==> src/rtl/dec_controller.sv <==
// Input-side sequencing controller of the RS decoder: tracks codeword position of each
// received beat, flags codeword end/start lanes and forwards the beat through a register slice.
module dec_controller #(
    parameter int RS_COD_LEN  = 255,
    parameter int DEC_SYM_NUM = 16,
    parameter int SYM_WID     = 8,
    localparam int CNT_W      = $clog2(RS_COD_LEN + 1),
    localparam int LANE_W     = (DEC_SYM_NUM > 1) ? $clog2(DEC_SYM_NUM) : 1,
    localparam int DAT_W      = DEC_SYM_NUM * SYM_WID
) (
    input  logic              clk,
    input  logic              rst,
    input  logic              in_valid,
    output logic              in_ready,
    input  logic [DAT_W-1:0]  in_data,
    input  logic              dec_flush,
    output logic [1:0]        dec_phase,
    output logic [CNT_W-1:0]  dec_counter,
    output logic              out_valid,
    input  logic              out_ready,
    output logic [DAT_W-1:0]  out_data,
    output logic              out_end,
    output logic [LANE_W-1:0] out_end_lane,
    output logic              out_start,
    output logic [LANE_W-1:0] out_start_lane,
    output logic [15:0]       cw_count
);

    typedef enum logic [1:0] {
        CON_IDL = 2'd0,
        CON_PRE = 2'd1,
        CON_WOR = 2'd2,
        CON_DRN = 2'd3
    } con_phase_e;

    localparam logic [CNT_W:0]   N_EXT   = (CNT_W + 1)'(DEC_SYM_NUM);
    localparam logic [CNT_W:0]   L_EXT   = (CNT_W + 1)'(RS_COD_LEN);
    localparam logic [CNT_W-1:0] N_CNT   = CNT_W'(DEC_SYM_NUM);
    localparam logic [LANE_W-1:0] LAST_LANE = LANE_W'(DEC_SYM_NUM - 1);

    con_phase_e          phase_q, phase_d;
    logic [CNT_W-1:0]    cnt_q, cnt_d;
    logic                out_valid_q, out_valid_d;
    logic [DAT_W-1:0]    out_data_q, out_data_d;
    logic                out_end_q, out_end_d;
    logic [LANE_W-1:0]   out_end_lane_q, out_end_lane_d;
    logic                out_start_q, out_start_d;
    logic [LANE_W-1:0]   out_start_lane_q, out_start_lane_d;
    logic [15:0]         cw_q, cw_d;

    logic                accept;
    logic [CNT_W:0]      c_ext;
    logic [CNT_W:0]      c_sum;
    logic [CNT_W-1:0]    cnt_next;
    logic                beat_end;
    logic [LANE_W-1:0]   beat_end_lane;
    logic                beat_start;
    logic [LANE_W-1:0]   beat_start_lane;

    assign in_ready = ((phase_q == CON_WOR) || (phase_q == CON_DRN)) && (!out_valid_q || out_ready);
    assign accept   = in_valid && in_ready;

    // One extra bit keeps c+N from wrapping before the modulo subtraction.
    assign c_ext    = {1'b0, cnt_q};
    assign c_sum    = c_ext + N_EXT;
    assign cnt_next = (c_sum > L_EXT) ? CNT_W'(c_sum - L_EXT) : CNT_W'(c_sum);

    assign beat_end        = (c_ext < N_EXT) || (c_ext == L_EXT);
    assign beat_end_lane   = (c_ext == L_EXT) ? LAST_LANE : LANE_W'(N_EXT - c_ext - 1'b1);
    // A beat ending exactly on the codeword boundary carries no start; the next beat does.
    assign beat_start      = (c_ext == N_EXT) || ((c_ext < N_EXT) && (c_ext != L_EXT));
    assign beat_start_lane = (c_ext == N_EXT) ? '0 : LANE_W'(N_EXT - c_ext);

    always_comb begin
        phase_d = phase_q;
        case (phase_q)
            CON_IDL: phase_d = CON_PRE;
            CON_PRE: phase_d = CON_WOR;
            CON_WOR: if (dec_flush) phase_d = CON_DRN;
            CON_DRN: if (accept && beat_end) phase_d = CON_IDL;
            default: phase_d = CON_IDL;
        endcase
    end

    always_comb begin
        cnt_d            = cnt_q;
        out_valid_d      = out_valid_q;
        out_data_d       = out_data_q;
        out_end_d        = out_end_q;
        out_end_lane_d   = out_end_lane_q;
        out_start_d      = out_start_q;
        out_start_lane_d = out_start_lane_q;
        cw_d             = cw_q;

        if (phase_q == CON_PRE) begin
            cnt_d = N_CNT;
        end else if (accept) begin
            cnt_d = cnt_next;
        end

        if (accept) begin
            out_valid_d      = 1'b1;
            out_data_d       = in_data;
            out_end_d        = beat_end;
            out_end_lane_d   = beat_end_lane;
            out_start_d      = beat_start;
            out_start_lane_d = beat_start_lane;
            if (beat_end) cw_d = cw_q + 16'd1;
        end else if (out_ready) begin
            out_valid_d = 1'b0;
        end
    end

    always_ff @(posedge clk or posedge rst) begin
        if (rst) begin
            phase_q          <= CON_IDL;
            cnt_q            <= N_CNT;
            out_valid_q      <= 1'b0;
            out_data_q       <= '0;
            out_end_q        <= 1'b0;
            out_end_lane_q   <= '0;
            out_start_q      <= 1'b0;
            out_start_lane_q <= '0;
            cw_q             <= '0;
        end else begin
            phase_q          <= phase_d;
            cnt_q            <= cnt_d;
            out_valid_q      <= out_valid_d;
            out_data_q       <= out_data_d;
            out_end_q        <= out_end_d;
            out_end_lane_q   <= out_end_lane_d;
            out_start_q      <= out_start_d;
            out_start_lane_q <= out_start_lane_d;
            cw_q             <= cw_d;
        end
    end

    assign dec_phase      = phase_q;
    assign dec_counter    = cnt_q;
    assign out_valid      = out_valid_q;
    assign out_data       = out_data_q;
    assign out_end        = out_end_q;
    assign out_end_lane   = out_end_lane_q;
    assign out_start      = out_start_q;
    assign out_start_lane = out_start_lane_q;
    assign cw_count       = cw_q;

endmodule

==> config.mk <==
export PLATFORM = sky130hd
export DESIGN_NAME = dec_controller
export DESIGN_NICKNAME = d
export VERILOG_FILES = /design/src/rtl/dec_controller.sv
export SDC_FILE = /design/constraint.sdc
export NUM_CORES = 1
export LEC_CHECK = 0
export CAP_MARGIN = 20
export CORE_MARGIN = 8
export CORE_UTILIZATION = 42
export CTS_CLUSTER_SIZE = 20
export DETAILED_ROUTE_END_ITERATION = 16
export PLACE_DENSITY = 0.89
export SLEW_MARGIN = 20
export SYNTH_ARGS = -nofsm -noshare
export SYNTH_HDL_FRONTEND = slang
export SYNTH_SLANG_ARGS = --single-unit
==> constraint.sdc <==
create_clock -name clk -period 8.4 [get_ports clk]
set_input_delay 2.1 -clock clk [delete_from_list [all_inputs] [get_ports clk]]
set_output_delay 2.1 -clock clk [all_outputs]
set_load 0.1 [all_outputs]
==> results.txt <==
The run finished with clean final reports. In this run the worst setup path begins at out_ready. The total via count after detailed routing is 6069.

Clock latency on the worst-skew pair, taken at its later pin, is between 0.4 and 0.5 ns. The post-detailed-route via-to-cell ratio came out at between 4 and 5. Summed over all layers, the global routing overflow is 0. The residual antenna-violating net count after detailed routing came out at 0. The clock-pin slew on the worst setup and hold paths is ~0.060 ns. The DRC violation count after routing came out at 0. The synthesized area per cell came out at 9.13 um2. Across all register-to-register paths, the minimum setup slack is 5.21 ns. The largest clock skew in the final design came out at between 0.01 and 0.015 ns. The min-delay analysis places its worst path in the category register to register. The width of the die is 143 um. The number of pins exceeding their max-slew limit in the final report is 0. Measured along the y axis, the die boundary spans 143 um.

The number of nets in the layout came out at 1173. The area growth from synthesis to layout is 55.5%. Measured in cells, the most critical reg-to-reg path has a length of 8. The dominant cell type by area after synthesis is dfrtp_1.

The floorplan has between 40 and 50 rows. In this run the deepest clock path goes through 2 buffers. The tree is rooted in a clkbuf_16. The data required time of the worst path is 6.30 ns. The first-pass iteration count of the detailed router came out at 5. The final critical path time including I/O delays and setup came out at 6.06 ns.

The count of warnings emitted by yosys came out at 0. The proportion of synthesized chip area in sequential cells came out at 0.606. The global-route usage over all layers is 0.201.

Summed over all failing endpoints, the final setup total negative slack is 0 ns. In the final layout, the share of cells above drive strength 1 is 0.0500. The TritonCTS sink count came out at 165. The number of clock buffers inserted by TritonCTS is 17. The maximum fanout along the worst path came out at 5.

TritonCTS built the clock tree. The worst setup path is captured at a primary output. Dividing the final minimum period by the clock period gives 0.722. The tool flagged a number of max-cap violations equal to 0.

The number of endpoints failing setup at the final stage is 0. Across all hold checks on the routed design, the worst slack comes to 0.472 ns. The initial core utilization came out at 0.429.

The share of flip-flops with an asynchronous set or reset is 1.00. roughly 300 I/O pins were placed. The share of synthesized area in the top cell type comes to 0.602. CTS built an H-tree with a depth of 4.

The placeable core region is about 16000 um2. The number of global-route vias before repair is 6159. The pin count of the biggest net entering global routing came out at 102. The number of cells produced by synthesis is 746. The routability congestion estimate came out at 0.822.

The primary flip-flop cell chosen by synthesis mapping is dfrtp_1. After detailed routing, the total wire length is 21.1 mm. The library cell used most frequently in the layout, excluding fill and tap cells, is nand2_1. The transition at the pin with the smallest max-transition slack is between 1 and 1.5 ns. The average wire per cell in the routed design is 16.8 um. The final-report hold violation count is 0. The top cell types in the final layout, fill and taps aside, are 407 x nand2_1, 298 x clkdlybuf4s50_1, 164 x dfrtp_1, 20 x nor2_1. After synthesis the cells add up to 6810 um2.

Gates resized during post-CTS repair numbered 0. The number of setup buffers added after CTS is 0. The number of port buffers came out at 298. After synthesis the netlist holds a flip-flop and latch count of 165.

The total nets after synthesis is 890. In this run, synthesis inferred 0 flip-flops with an integrated enable. Setup repair after global routing left no endpoint under its margin. The worst register-to-register path begins at dec_phase[0]$_DFFE_PP0P_. The maximum clock rate is 165 MHz. The die outline area came out at 20600 um2.

In this run, the number of DRC markers left after iteration 0 of detailed routing was ~350. The start-to-end type of the worst setup path is input pin to primary output. The number of different library cells in the post-synthesis netlist came out at 52. The filler cells instantiated in the layout total 1199. The worst slew margin relative to its limit is 0.266.

In this run the worst setup path terminates at in_ready. Yosys attributes the largest share of cell area to dfrtp_1 60%, nand2_1 22%, xnor2_1 2.2%, ha_1 2.0%, clkbuf_1 1.5%. STA classifies the critical path startpoint as an input pin. The number of inserted diodes came out at 0. The initial antenna violation count came out at 0.

The arrival time reported for the critical path endpoint is between 3 and 4 ns. The endpoint of the lowest-slack register-to-register path is dec_counter[3]$_DFFE_PP0P_. Buffers inserted to repair hold after CTS numbered 0. The first-pass GRT wire length is 31.9 mm. The post-detailed-placement half-perimeter wirelength came out at ~16 mm.
==> synth_stat cells, types with 4 or more instances <==
master / count
a21oi_1: 9
buf_1: 4
clkbuf_1: 27
dfrtp_1: 164
ha_1: 11
inv_1: 12
nand2_1: 407
nand3_1: 5
nand4_1: 6
nor2_1: 20
o21ai_0: 5
xnor2_1: 17
xor2_1: 6
==> state kept, by name (all words and copies together) (netlist names) <==
signal	count
out_end	1
out_start	1
cw_count	16
dec_counter	8
out_data	128
dec_phase	2
out_end_lane	4
out_valid	1
out_start_lane	4
==> layout make-up <==
class | count | area, um2 | area share
tap | 216 | 270 | 0.0255
clock inverter | 12 | 200 | 0.0189
sequential | 165 | 4130 | 0.390
clock buffer | 19 | 453 | 0.0428
inverter | 12 | 50.0 | 0.00473
multi-input combinational | 532 | 2480 | 0.234
timing repair buffer | 301 | 3010 | 0.284
==> through the flow <==
| stage | worst slack [ns] | cells | utilization | instance area [um2] |
|---|---|---|---|---|
| after floorplan | 1.84 | 746 | - | 6810 |
| after global placement | 2.34 | 1226 | 0.626 | 9940 |
| after detailed placement | 2.32 | 1226 | 0.626 | 9940 |
| after CTS | 2.32 | 1257 | 0.667 | 10600 |
| after global routing | 2.28 | 1257 | 0.667 | 10600 |
| final | 2.34 | 1257 | 0.667 | 10600 |
==> how the worst min path moves through the flow <==
| stage | to | cells after the start | start |
|---|---|---|---|
| 2_1_floorplan | dec_counter[4]$_DFFE_PP1P_ | 2 | dec_counter[4]$_DFFE_PP1P_ |
| 3_3_place_gp | out_data[56]$_DFFE_PP0P_ | 2 | out_data[56]$_DFFE_PP0P_ |
| 3_5_place_dp | out_data[16]$_DFFE_PP0P_ | 2 | out_data[16]$_DFFE_PP0P_ |
| 4_1_cts | cw_count[15]$_DFFE_PP0P_ | 1 | cw_count[15]$_DFFE_PP0P_ |
| 5_1_grt | cw_count[15]$_DFFE_PP0P_ | 1 | cw_count[15]$_DFFE_PP0P_ |
| 6_report | cw_count[15]$_DFFE_PP0P_ | 1 | cw_count[15]$_DFFE_PP0P_ |
==> critical path: stages <==
cell and delay [ns]:
clkdlybuf4s50_1 0.45, or2b_2 0.15, and2_1 0.13, clkdlybuf4s50_1 1.13
==> cells by family after synthesis <==
logic type	synth area share
adder cells (fa/ha/maj)	0.0202
buffers and inverters	0.0312
flip-flops	0.606
AO/OA/AOI/OAI	0.0340
AND/OR/NAND/NOR	0.276
XOR/XNOR	0.0296
multiplexers	0.00312
==> per-layer routing <==
layer | vias to the layer above | routed length (um) | GRT usage
li1 | 2886 | - | -
met1 | 2905 | 8240 | 0.225
met2 | 251 | 10300 | 0.340
met3 | 27 | 2160 | 0.0816
met4 | 0 | 401 | 0.0681
met5 | - | 0 | 0
Power is not shown: default switching activity piles up to over one toggle a cycle in this logic, so the estimate is an artifact.
